File: src/rtl/vehicle_sensor_filter.sv
// vehicle_sensor_filter
// Conditions the raw side-street loop sensor for the traffic light controller.
// The sensor is synchronised with two flops and then debounced by a four-state
// FSM. The FSM produces a clean vehicle-valid level and a one-cycle arrival
// strobe. A service request and a saturating arrival count are held until the
// controller acknowledges service with req_clr.

module vehicle_sensor_filter #(
  parameter int DEBOUNCE_CYCLES = 16,
  parameter int COUNT_W         = 8
) (
  input  logic               clk,
  input  logic               rst_n,
  input  logic               sensor_raw,
  input  logic               req_clr,
  output logic               vv,
  output logic               arrive_pulse,
  output logic               req,
  output logic [COUNT_W-1:0] veh_count
);

  localparam int               CNT_W     = $clog2(DEBOUNCE_CYCLES);
  localparam logic [CNT_W-1:0] CNT_LAST  = CNT_W'(DEBOUNCE_CYCLES - 1);
  localparam logic [COUNT_W-1:0] COUNT_MAX = {COUNT_W{1'b1}};

  typedef enum logic [1:0] {
    ABSENT   = 2'd0,
    RISE_CHK = 2'd1,
    PRESENT  = 2'd2,
    FALL_CHK = 2'd3
  } state_t;

  logic             s1;
  logic             s2;
  state_t           state;
  state_t           state_next;
  logic [CNT_W-1:0] cnt;
  logic [CNT_W-1:0] cnt_next;
  logic             vv_next;
  logic             arrive_next;

  // Two-flop synchroniser; only s2 is safe to use downstream.
  always_ff @(posedge clk or negedge rst_n) begin
    if (!rst_n) begin
      s1 <= 1'b0;
      s2 <= 1'b0;
    end else begin
      s1 <= sensor_raw;
      s2 <= s1;
    end
  end

  // Debounce state, counter and the registered vv/arrive outputs.
  always_ff @(posedge clk or negedge rst_n) begin
    if (!rst_n) begin
      state        <= ABSENT;
      cnt          <= '0;
      vv           <= 1'b0;
      arrive_pulse <= 1'b0;
    end else begin
      state        <= state_next;
      cnt          <= cnt_next;
      vv           <= vv_next;
      arrive_pulse <= arrive_next;
    end
  end

  // Next-state logic. vv follows the next state so that it changes on the
  // same edge as the state, and arrive fires only on a confirmed rise.
  always_comb begin
    state_next  = state;
    cnt_next    = cnt;
    arrive_next = 1'b0;
    unique case (state)
      ABSENT: begin
        if (s2) begin
          state_next = RISE_CHK;
          cnt_next   = '0;
        end
      end
      RISE_CHK: begin
        if (!s2) begin
          state_next = ABSENT;
        end else if (cnt == CNT_LAST) begin
          state_next  = PRESENT;
          arrive_next = 1'b1;
        end else begin
          cnt_next = cnt + 1'b1;
        end
      end
      PRESENT: begin
        if (!s2) begin
          state_next = FALL_CHK;
          cnt_next   = '0;
        end
      end
      FALL_CHK: begin
        if (s2) begin
          state_next = PRESENT;
        end else if (cnt == CNT_LAST) begin
          state_next = ABSENT;
        end else begin
          cnt_next = cnt + 1'b1;
        end
      end
      default: begin
        state_next = ABSENT;
        cnt_next   = '0;
      end
    endcase
    vv_next = (state_next == PRESENT) || (state_next == FALL_CHK);
  end

  // Service request: a new arrival wins over a coincident clear.
  always_ff @(posedge clk or negedge rst_n) begin
    if (!rst_n) begin
      req <= 1'b0;
    end else if (arrive_pulse) begin
      req <= 1'b1;
    end else if (req_clr) begin
      req <= 1'b0;
    end
  end

  // Saturating arrival count; a clear together with an arrival leaves one.
  always_ff @(posedge clk or negedge rst_n) begin
    if (!rst_n) begin
      veh_count <= '0;
    end else if (req_clr) begin
      veh_count <= arrive_pulse ? COUNT_W'(1) : '0;
    end else if (arrive_pulse && (veh_count != COUNT_MAX)) begin
      veh_count <= veh_count + 1'b1;
    end
  end

endmodule

File: config.mk
export PLATFORM = sky130hd
export DESIGN_NAME = vehicle_sensor_filter
export DESIGN_NICKNAME = d
export VERILOG_FILES = /design/src/rtl/vehicle_sensor_filter.sv
export SDC_FILE = /design/constraint.sdc
export NUM_CORES = 1
export LEC_CHECK = 0
export ABC_CLOCK_PERIOD_IN_PS = 2700
export CORE_MARGIN = 2
export CORE_UTILIZATION = 35
export DETAILED_ROUTE_END_ITERATION = 16
export PLACE_DENSITY = 0.61
export SLEW_MARGIN = 20
export SYNTH_ARGS = -nofsm -noshare
export SYNTH_HDL_FRONTEND = slang
export SYNTH_SLANG_ARGS = --single-unit
File: constraint.sdc
create_clock -name clk -period 2.7 [get_ports clk]
set_input_delay 0.54 -clock clk [delete_from_list [all_inputs] [get_ports clk]]
set_output_delay 0.54 -clock clk [all_outputs]
set_load 0.05 [all_outputs]
==> summary by stage, run 1 <==
Cells and area
The number of non-filler instances in the completed layout is between 100 and 150. Once layout is done, the placed cells without fillers occupy ~1100 um^2. From synthesis to final layout, the design area changed by 21.5%. The net count of the finished layout is slightly above 100. The share of final-layout standard cells stronger than drive strength 1 is a little over a tenth. The number of antenna diodes in the final layout is 0.

Setup path
The critical setup path kind is reg2out. The type of element launching the critical path is a flop. Walking the worst path, the cells encountered are clkdlybuf4s50_1. The number of buffers and inverters on the critical path is 1.

On the critical path the largest part of the delay comes from buffers and inverters. In this run the number of cells on the critical path is 1. The top fanout value on the critical path is 9.

The launching point of the worst reg2reg path is veh_count[0]$_DFFE_PN0P_. On the worst path, the slowest cell contributes a delay of ~850 ps. Measured in cells, the most critical reg-to-reg path has a length of 4. The slowest stage of the critical path is the clkdlybuf4s50_1 cell.

STA classifies the critical path endpoint as an output port. The critical path starts at arrive_pulse$_DFF_PN0_. STA puts the critical path data required time at approximately 2200 ps. Data arrives at the worst endpoint at 1650 ps.

Power
Summed over all cells, the static leakage comes to 0.470 nW. Total power for the finished layout comes to between 0.4 and 0.5 mW. The worst IR drop on VDD is ~0.00028 V. The power density over the cells is ~440 nW/um^2.

Synth
The average cell area after synthesis is 11.2 um^2. The synthesized area is about 890 um^2. The share of synthesized flip-flops with an asynchronous set or reset is between 90% and 100%. The number of warnings printed during yosys synthesis is 0. For this run, the leading register cell type out of synthesis is dfrtp_1. The number of enable-type register cells in the synthesized netlist is 0. After synthesis, the netlist uses 36 different library cells. For this run, the register share of the synthesized area comes to between 50% and 60%.

The post-synth net total is 85. The synthesized design contains 18 register bits. The cell count after synthesis came out at 79.

Placement
The quantity of I/O buffers inserted on ports is 14. The HPWL after detailed placement is ~1200 um. The total instance count after detailed placement is 120. The placed cell area is approximately 1000 um^2. The final estimated routing congestion in global placement is between 0.7 and 0.8.

CTS
In this run, post-CTS hold repair placed 0 buffers. In this run, CTS created clock tree buffers numbering 3. The deepest level of the CTS H-tree is 1.

The total number of clock tree sinks is 18. The clock reaches the later pin of the worst-skew pair after roughly 300 ps. The maximum buffer depth of the clock tree is 2.

Clock-pin slew was measured on the worst setup and hold paths at approximately 110 ps. The number of gates given a new drive strength after cts is 0. The cell at the root of the clock tree is clkbuf_4. TritonCTS built the clock tree. In this run the post-CTS setup repair buffer count came out at 0.

STA
The number of pins with negative max-slew slack in the final report came to 0. Dividing the final minimum period by the clock period gives between 80 and 90%. The shortest period the worst path allows is 2190 ps. The transition time at the pin with the least slew margin is about 790 ps.

The total negative setup slack is 0 ps. The relative max-transition margin is between 40% and 50%. The final-report hold violation count is 0. Setup violations remaining at the end of the flow were counted as 0. Setup repair after global routing left no endpoint under its margin. The highest clock frequency the design can meet is 457 MHz. Across the routed clock network, the largest skew measured is about 11 ps.

Floorplan
The number of top-level pins is 15. The initial utilization of the core area, before any placement, comes to a little over a third. The area of the core is between 2000 and 2500 um^2. The number of placement rows is 18.

The die covers a little under 3000 um^2. The horizontal die dimension is 54.4 um. The height of the chip is 54.4 um.

Routing
The routed design has between 1500 and 2000 um of wire. After detailed routing, the number of remaining DRC violations is 0. The mean number of vias per cell is ~5.5. The number of detailed-routing iterations run before antenna repair is 3. The detailed router finished its first iteration with 19 violations. The detailed-route via count is roughly 680. The average detailed-routed wire length per instance is between 10 and 15 um. The detail route stage leaves a number of antenna-violating nets equal to 0.

Job
Max-cap violations in this run came to 0.

GRT
The global-route usage over all layers is between 10% and 20%. The initial antenna violation count is 0. The number of global-route vias before repair was 617.

Summed over all layers, the global routing overflow is 0. The pin count of the biggest net entering global routing is 19. The first-pass GRT wire length is between 2000 and 3000 um.

Hold path
The launch instance of the worst min-delay path is s1$_DFF_PN0_. The worst hold path belongs to the class reg2reg. Counting instances, the worst hold path has a depth of 0.

Run status
The run finished with clean final reports.
[routing by layer]
layer | up-vias | part of all wire (%) | track usage (%)
met4 | 0 | 2.0 | 6.25
met3 | 5 | 6.1 | 5.19
met5 | - | 0 | 0
met1 | 328 | 44 | 15.0
met2 | 14 | 48 | 22.1
li1 | 330 | - | -
[final cells by class]
cell class / instances / area (um^2)
clock buffers: 4 / 36.3
fillers: 229 / 1350
inverters: 4 / 15.0
multi-input cells: 54 / 400
flip-flops and latches: 18 / 450
well taps: 30 / 37.5
repair buffers: 14 / 140
[placed cells by master, fill, tap and decap left out, drive strengths merged, types with 3 or more instances in the layout]
master and count:
mux2i 3, clkdlybuf4s50 14, nand2 5, clkbuf 4
dfrtp 18, and3 3, a311oi 3, a21oi 5
nand4 3, inv 4
[power breakdown]
| part | leakage, nW | internal [mW] | switching [mW] |
|---|---|---|---|
| combinational | 0.207 | 0.0137 | 0.0167 |
| clock | 0.0210 | 0.0822 | 0.0829 |
| sequential | 0.242 | 0.278 | 0.00651 |
[state kept, by name, indices dropped and copies added, names as in the netlist]
signal / cells
cnt: 4
s2: 1
s1: 1
req: 1
arrive_pulse: 1
state: 2
veh_count: 8
[cells by family (layout without fill, tap and decap cells)]
family                   after synthesis  in the layout  share of synthesized area, %
AND/OR/NAND/NOR                       26             26                          17.5
AO/OA/AOI/OAI                         20             20                          17.5
flip-flops                            18             18                          50.7
buffers and inverters                  7             22                          4.22
multiplexers                           5              5                          6.34
adder cells (fa/ha/maj)                2              2                          2.82
XOR/XNOR                               1              1                         0.986
[through the flow]
| stage | hold WS (ps) | utilization [%] | worst slack (ps) |
|---|---|---|---|
| 2_1_floorplan | 244 | - | 1040 |
| 3_5_place_dp | 343 | 42.9 | 844 |
| 4_1_cts | 366 | 44.4 | 493 |
| 5_1_grt | 370 | 44.4 | 433 |
| 3_3_place_gp | 336 | 42.9 | 854 |
| 6_report | 361 | 44.4 | 511 |
[worst register-to-register path, stage by stage (launching register included)]
cell and delay (ps):
dfrtp_1 450, ha_1 290, and3_1 240, and4bb_2 220, nor3_1 170
[cells in the mapped netlist (2+ instances only)]
cell	instances	area (um^2)
a21oi_1	3	15.0
a21oi_2	2	17.5
a311oi_1	2	17.5
a31oi_1	2	12.5
and2_1	2	12.5
and3_1	3	18.8
and4_1	2	17.5
dfrtp_1	18	450
ha_1	2	25.0
inv_1	4	15.0
mux2i_1	3	30.0
nand2_1	5	18.8
nand2b_1	2	12.5
nand3_1	2	10.0
nand4_1	3	18.8
nor2_1	2	7.51
o211ai_1	2	15.0
o2bb2ai_1	2	17.5
[worst paths after layout]
| check | to | slack, ps |
|---|---|---|
| hold / removal | s2$_DFF_PN0_ | 360 |
| setup reg to reg | veh_count[6]$_DFFE_PN0P_ | 1240 |
| max in group asynchronous | cnt[1]$_DFFE_PN0P_ | 1510 |
| setup / recovery | arrive_pulse | 510 |
| hold reg to reg | s2$_DFF_PN0_ | 360 |
| min in group asynchronous | veh_count[4]$_DFFE_PN0P_ | 690 |
(Power assumes the default switching activity.)
==> inputs of run 2 (changes only) <==
ABC_CLOCK_PERIOD_IN_PS = 1800   (was 2700)
PLACE_DENSITY = 0.63   (was 0.61)
clock period = 1.8 ns   (was 2.7 ns; I/O delays follow)
==> run 2 against run 1 <==
Compared with the run above:
- sequential power up 50%
- first-iteration DRC count down 63%
- hold slack worse by 2.8 ps
- critical path depth up 3
- non-clock buffer count up 1
- global-route usage down 0.47 points
- via count up 0.59%
- setup slack worse by 150 ps
- wire length up 4.0%
- register-to-register slack worse by 880 ps
- clock-buffer cell count unchanged
==> summary by stage, run 2 (synthesis results as in run 1) <==
Cells and area
The area growth from synthesis to layout is 19.3%. The number of antenna diodes in the final layout is 0. veh_count holds more flip-flops than any other register. For this run, the post-layout net count is about 100. The library cells used most frequently in the layout, excluding fill and tap cells, are 18 x dfrtp_1, 12 x buf_4, 5 x nand2_1. The most common library cell in the layout ignoring fill and taps is dfrtp_1. The share of final-layout standard cells stronger than drive strength 1 is between 20% and 30%.

The largest registers in the layout are veh_count x8, cnt x4, state x2. The number of flip-flops in the largest register is 8. Fill cells in the final layout number between 200 and 250. The share of the core filled with cells is a little over two fifths.

Setup path
STA classifies the critical path startpoint as a flop. The worst-case reg-to-reg path depth is 4. The slack of the worst reg-to-reg path is ~360 ps. The worst setup path is captured at a flop.

The required arrival time at the worst endpoint is about 2000 ps. The critical setup path kind is reg2reg. For the worst setup path, the data arrival time is 1640 ps.

The launching point of the worst reg2reg path is veh_count[0]$_DFFE_PN0P_. In this run the worst path has a maximum fanout of 6. The endpoint of the lowest-slack register-to-register path is veh_count[6]$_DFFE_PN0P_.

Job
Max-cap violations in this run came to 0.

Power
The power density over the cells is 679 nW/um^2. The analysis attributes to cell leakage a power of between 0.4 and 0.5 nW. The worst IR drop on VDD is between 0.0004 and 0.0005 V.

CTS
In this run the post-CTS setup repair buffer count came out at 0. The later pin in the worst-skew pair is clocked with a latency of a little under 300 ps. The clock-pin slew on the worst setup and hold paths is 110 ps. The total number of clock tree sinks is 18. The number of gates given a new drive strength after cts is 0. The cell at the root of the clock tree is clkbuf_4. TritonCTS built the clock tree. The maximum buffer depth of the clock tree is 2. CTS built an H-tree with a depth of 1. The number of clock buffers added by TritonCTS is 3. The number of hold buffers added after cts is 0.

Hold path
Along the worst hold path, the cell count comes to 0. The path category of the worst min-delay check is reg2reg. The path with the worst hold slack has its endpoint at s2$_DFF_PN0_. The startpoint identified for the worst hold timing path is s1$_DFF_PN0_.

GRT
The initial antenna violation count is 0. Across every metal layer, demand over resource in global routing totals between 10% and 20%. Entering global routing, the biggest net connects 19 pins. The first-pass GRT wire length is ~2700 um. The total overflow left after global routing is 0. The number of global-route vias before repair was just over 600.

Floorplan
The initial utilization of the core area, before any placement, comes to between 30% and 40%. The floorplan step defined a die boundary enclosing approximately 3000 um^2. The horizontal die dimension is approximately 54 um. The number of placement rows is 18. The number of top-level pins is 15. The region available for standard cell placement spans 2430 um^2.

The height of the chip is approximately 54 um.

Routing
The final route contains roughly 680 vias. The number of detailed-routing iterations run before antenna repair is 4. After detailed routing, the average wire length per cell comes to around 13 um.

In the routed design, unresolved DRC markers number 0. After detailed routing, the number of vias per cell comes to approximately 5.4. The final antenna-violating net count is 0. The final routed wirelength across all metal layers is 1680 um. The initial DRC count is 7.

STA
Setup total negative slack on the finished layout was measured at 0 ps. On the final layout, the worst hold slack is 359 ps. The number of endpoints failing setup at the final stage is 0. Setup repair after global routing left no endpoint under its margin. Based on the critical path, the design can be clocked at up to between 600 and 700 MHz. The relative max-transition margin is between 70% and 80%. The number of pins with negative max-slew slack in the final report is 0. The final-report hold violation count is 0.

The shortest period the worst path allows is around 1400 ps. Clock skew on the completed layout was measured at 8.76 ps. At the pin with the least slew margin, the transition time is between 300 and 400 ps. The final clock period utilization by the worst path is 80.0%.

Run status
The flow ran to the end, and the final reports show no timing, DRC or antenna violations.

Placement
The count of buffers added on input and output ports is 14. After legalization and detailed placement, the total HPWL measured ~1200 um. Routability-driven placement finished with a final weighted congestion of a little over 0.8.
==> run 2: changes by cell type in the layout (fill, tap and decap cells not counted) <==
| cell | before | now |
|---|---|---|
| buf_4 | 0 | 12 |
| clkdlybuf4s50_1 | 14 | 3 |
==> run 2: worst max path at each step <==
stage                             startpoint                  endpoint  slack, ps  cells past startpoint
floorplan           veh_count[0]$_DFFE_PN0P_  veh_count[4]$_DFFE_PN0P_        140                      4
CTS                 veh_count[0]$_DFFE_PN0P_  veh_count[6]$_DFFE_PN0P_        360                      4
global placement                     req_clr  veh_count[0]$_DFFE_PN0P_        240                      4
detailed placement                   req_clr  veh_count[0]$_DFFE_PN0P_        170                      4
global route        veh_count[0]$_DFFE_PN0P_  veh_count[0]$_DFFE_PN0P_        240                      4
finish              veh_count[0]$_DFFE_PN0P_  veh_count[6]$_DFFE_PN0P_        360                      4
==> run 2: per-stage QoR <==
step | cell area (um^2) | worst slack [ps] | cells | total power [mW]
3_5_place_dp | 1020 | 173 | 121 | 0.483
5_1_grt | 1060 | 239 | 125 | 0.758
2_1_floorplan | 888 | 136 | 79 | 0.460
3_3_place_gp | 1020 | 244 | 121 | 0.482
4_1_cts | 1060 | 359 | 125 | 0.734
6_report | 1060 | 360 | 125 | 0.720
==> run 2: area by class of cell <==
class | count | area, um^2 | area share [%]
Timing Repair Buffer | 15 | 120 | 11.3
Inverter | 4 | 15.0 | 1.42
Clock buffer | 4 | 36.3 | 3.42
Multi-Input combinational cell | 54 | 400 | 37.8
Tap cell | 30 | 37.5 | 3.54
Sequential cell | 18 | 450 | 42.5
==> run 2: where the power goes <==
part           internal (mW)  switching [mW]
Clock                  0.123           0.123
Sequential             0.417         0.00949
Combinational         0.0221          0.0254
Total                  0.562           0.158
==> run 2: routing by layer <==
layer / wire [um] / track usage (%)
met1: 770 / 16.0
met2: 810 / 20.7
met3: 83 / 4.10
met4: 17 / 5.00
met5: 0 / 0
==> run 2: critical path, cell delays in order (launching register included) <==
cell and delay, ps:
dfrtp_1 450, ha_1 280, and3_1 240, and4bb_2 220, nor3_1 160
==> inputs of run 3 (changes only) <==
ABC_CLOCK_PERIOD_IN_PS = 1300   (was 1800)
clock period = 1.3 ns   (was 1.8 ns; I/O delays follow)
==> run 3 against run 2 <==
Compared with the run above:
- the run now ends with negative setup slack left
- design area up 36%
- largest power group unchanged
- first-iteration DRC count down 57%
- highest routed layer unchanged
- critical endpoint is now state[1]$_DFF_PN0_
- wire length up 22%
- global-route usage up 2.6 points
- sequential power up 38%
==> summary by stage, run 3 (synthesis results as in run 1) <==
STA
For the final database, setup skew stands at 8.64 ps. After routing, the total negative slack on setup checks comes to -18.6 ps. Setup repair after global routing could not meet its margin everywhere.

The number of pins with negative max-slew slack in the final report is 0. Setup violations remaining at the end of the flow were counted as 1. The final-report hold violation count was 0. The transition time at the pin with the least slew margin is 402 ps. The final clock period utilization by the worst path is 101%.

The relative max-transition margin is ~73%. Across all setup checks in the final design, the least slack found is -18.6 ps. After layout, the minimum clock period comes to 1320 ps. Timing would allow up to about 760 MHz. The worst hold margin is around 280 ps.

Routing
The final routed wirelength across all metal layers is between 2000 and 2500 um. Using the TritonRoute via totals, the vias-per-cell ratio works out to roughly 5.3. Across all layers, the routed design uses slightly below 800 vias. In the routed design, unresolved DRC markers number 0.

The first detailed-routing pass ran for 4 iterations. After the first detailed-routing iteration, the DRC count stood at 3. In this run the remaining antenna-violating nets after routing total 0.

The average detailed-routed wire length per instance is 14.2 um.

Cells and area
The largest register by flop count is veh_count. The share of final-layout standard cells stronger than drive strength 1 is between 50% and 60%. The library cells used most frequently in the layout, excluding fill and tap cells, are 12 x buf_12, 12 x buf_4, 10 x dfrtp_2.

The number of non-filler instances in the completed layout is 145. The share of the core filled with cells is roughly three fifths. The largest registers in the layout are veh_count x8, cnt x4, state x2. The post-layout net count is between 100 and 150. The number of flip-flops in the largest register is 8. The area growth from synthesis to layout is 62.1%. The area of all placed cells without fillers is 1440 um^2. 0 antenna diodes ended up in the layout.

Floorplan
The total area inside the core boundary comes to between 2000 and 2500 um^2. Row generation in the floorplan step produced 18 rows. The horizontal die dimension is between 50 and 60 um. 15 I/O pins were placed. The die covers a little under 3000 um^2.

The height of the chip is around 54 um. Once the floorplan was initialized, standard cells occupied a little over a third of the core.

GRT
The number of global-route vias before repair came to roughly 760. Global routing consumed, over all layers together, 15.5% of the routing resources. After global routing the overflow that remains totals 0. The initial antenna violation count came to 0. The first-pass GRT wire length is 3280 um. Entering global routing, the biggest net connects 19 pins.

Placement
The HPWL after detailed placement is approximately 1500 um. The quantity of I/O buffers inserted on ports is 14. The total instance count after detailed placement is between 100 and 150. The congestion estimate from routability-driven global placement came to between 0.8 and 0.9.

Summing all placed instances gives a cell area of around 1300 um^2. The setup slack after placement is -80.0 ps.

Setup path
The category of the worst setup path capture point is a flop. Along the worst path, the maximum fanout reaches 6. The slowest cell on the critical path is mux2_4. Grouping stages by cell kind, the critical path spends the most delay in multiplexers.

The critical setup path kind is reg2reg. For this run, the slowest stage of the critical path takes approximately 390 ps. Together, buffers and inverters on the worst path number 0.

The required arrival time at the worst endpoint is 1480 ps. Traced cell by cell, the critical path runs through ha_2, nand4_1, mux2_4. The arrival time reported for the critical path endpoint is 1490 ps.

The worst setup path is launched from a flop.

Run status
The flow ran to the end, but the final reports show violations. The final reports fail on negative setup slack.

Power
The total chip power is ~0.98 mW. Across the VDD grid, the largest voltage drop is around 0.00060 V. In this run the static leakage power is between 0.6 and 0.7 nW. The fraction of power spent switching nets is about a quarter. Power spread over the standard cell area amounts to approximately 700 nW/um^2. The proportion of power drawn by flip-flops and latches is between 60% and 70%. In this run, the combinational gates consume between 10% and 20% of the power. The switching power is ~0.23 mW.

The portion of total power attributed to the clock network is between 20% and 30%. The internal power is ~0.75 mW.

CTS
The number of hold buffers added after CTS was 0. The cell at the root of the clock tree is clkbuf_4. The deepest level of the CTS H-tree is 1. After clock tree synthesis, the clock-pin slew on the worst setup and hold paths is around 110 ps.

TritonCTS created 3 clock buffers. The clock passes through at most 2 buffers. TritonCTS built the clock tree. At the later pin of the worst-skew pair, clock insertion delay measures around 290 ps. The total number of clock tree sinks is 18.

Hold path
The worst hold path belongs to the class in2async.

Job
The reported max-cap violation count is 0.
==> run 3: cell count changes in the layout (fill, tap and decap cells not counted), sizes merged <==
cell  change
buf      +20
==> run 3: metal layers <==
layer  vias up  wire length [um]  track usage, %
met5         -                 0               0
met4         0                19            5.83
met3         4                37            2.46
met2        10              1090            25.7
met1       394               906            20.3
li1        365                 -               -
==> run 3: path summary, 6_finish.rpt <==
path | start | end | slack, ps | cells after the start
max reg2reg | cnt[1]$_DFFE_PN0P_ | state[1]$_DFF_PN0_ | -20 | 3
min in group clk | s1$_DFF_PN0_ | s2$_DFF_PN0_ | 360 | 0
max in group asynchronous | rst_n | veh_count[2]$_DFFE_PN0P_ | 800 | 2
min | rst_n | veh_count[1]$_DFFE_PN0P_ | 280 | 2
min reg2reg | s1$_DFF_PN0_ | s2$_DFF_PN0_ | 360 | 0
max | cnt[1]$_DFFE_PN0P_ | state[1]$_DFF_PN0_ | -20 | 3
==> run 3: worst register-to-register path, delay by kind of cell, from the launching register on <==
family / cells / cell delay [ps]
adder cells (fa/ha/maj): 1 / 180
flip-flops: 1 / 370
multiplexers: 1 / 390
AND/OR/NAND/NOR: 1 / 270
==> run 3: final cells by class <==
cell class / instances / area [um^2]
Clock buffer: 4 / 26.3
Fill cell: 210 / 992
Inverter: 4 / 15.0
Multi-Input combinational cell: 54 / 448
Sequential cell: 18 / 463
Tap cell: 30 / 37.5
Timing Repair Buffer: 35 / 450
==> run 3: power groups by stage <==
stage	logic [mW]	registers [mW]	clock network, mW
finish	0.100	0.589	0.292
global route	0.111	0.591	0.333
CTS	0.0811	0.590	0.298
detailed placement	0.0807	0.601	0
global placement	0.0793	0.599	0
floorplan	0.0389	0.598	0
==> run 3: timing repair <==
item / 4_1_cts / 5_1_grt
endpoints found under the hold margin: 0 / 0
setup endpoints to repair: 4 / 17
pin swaps: 1 / 4
gates cloned: 0 / 0
buffers inserted: 2 / 5
resized for setup: 1 / 14
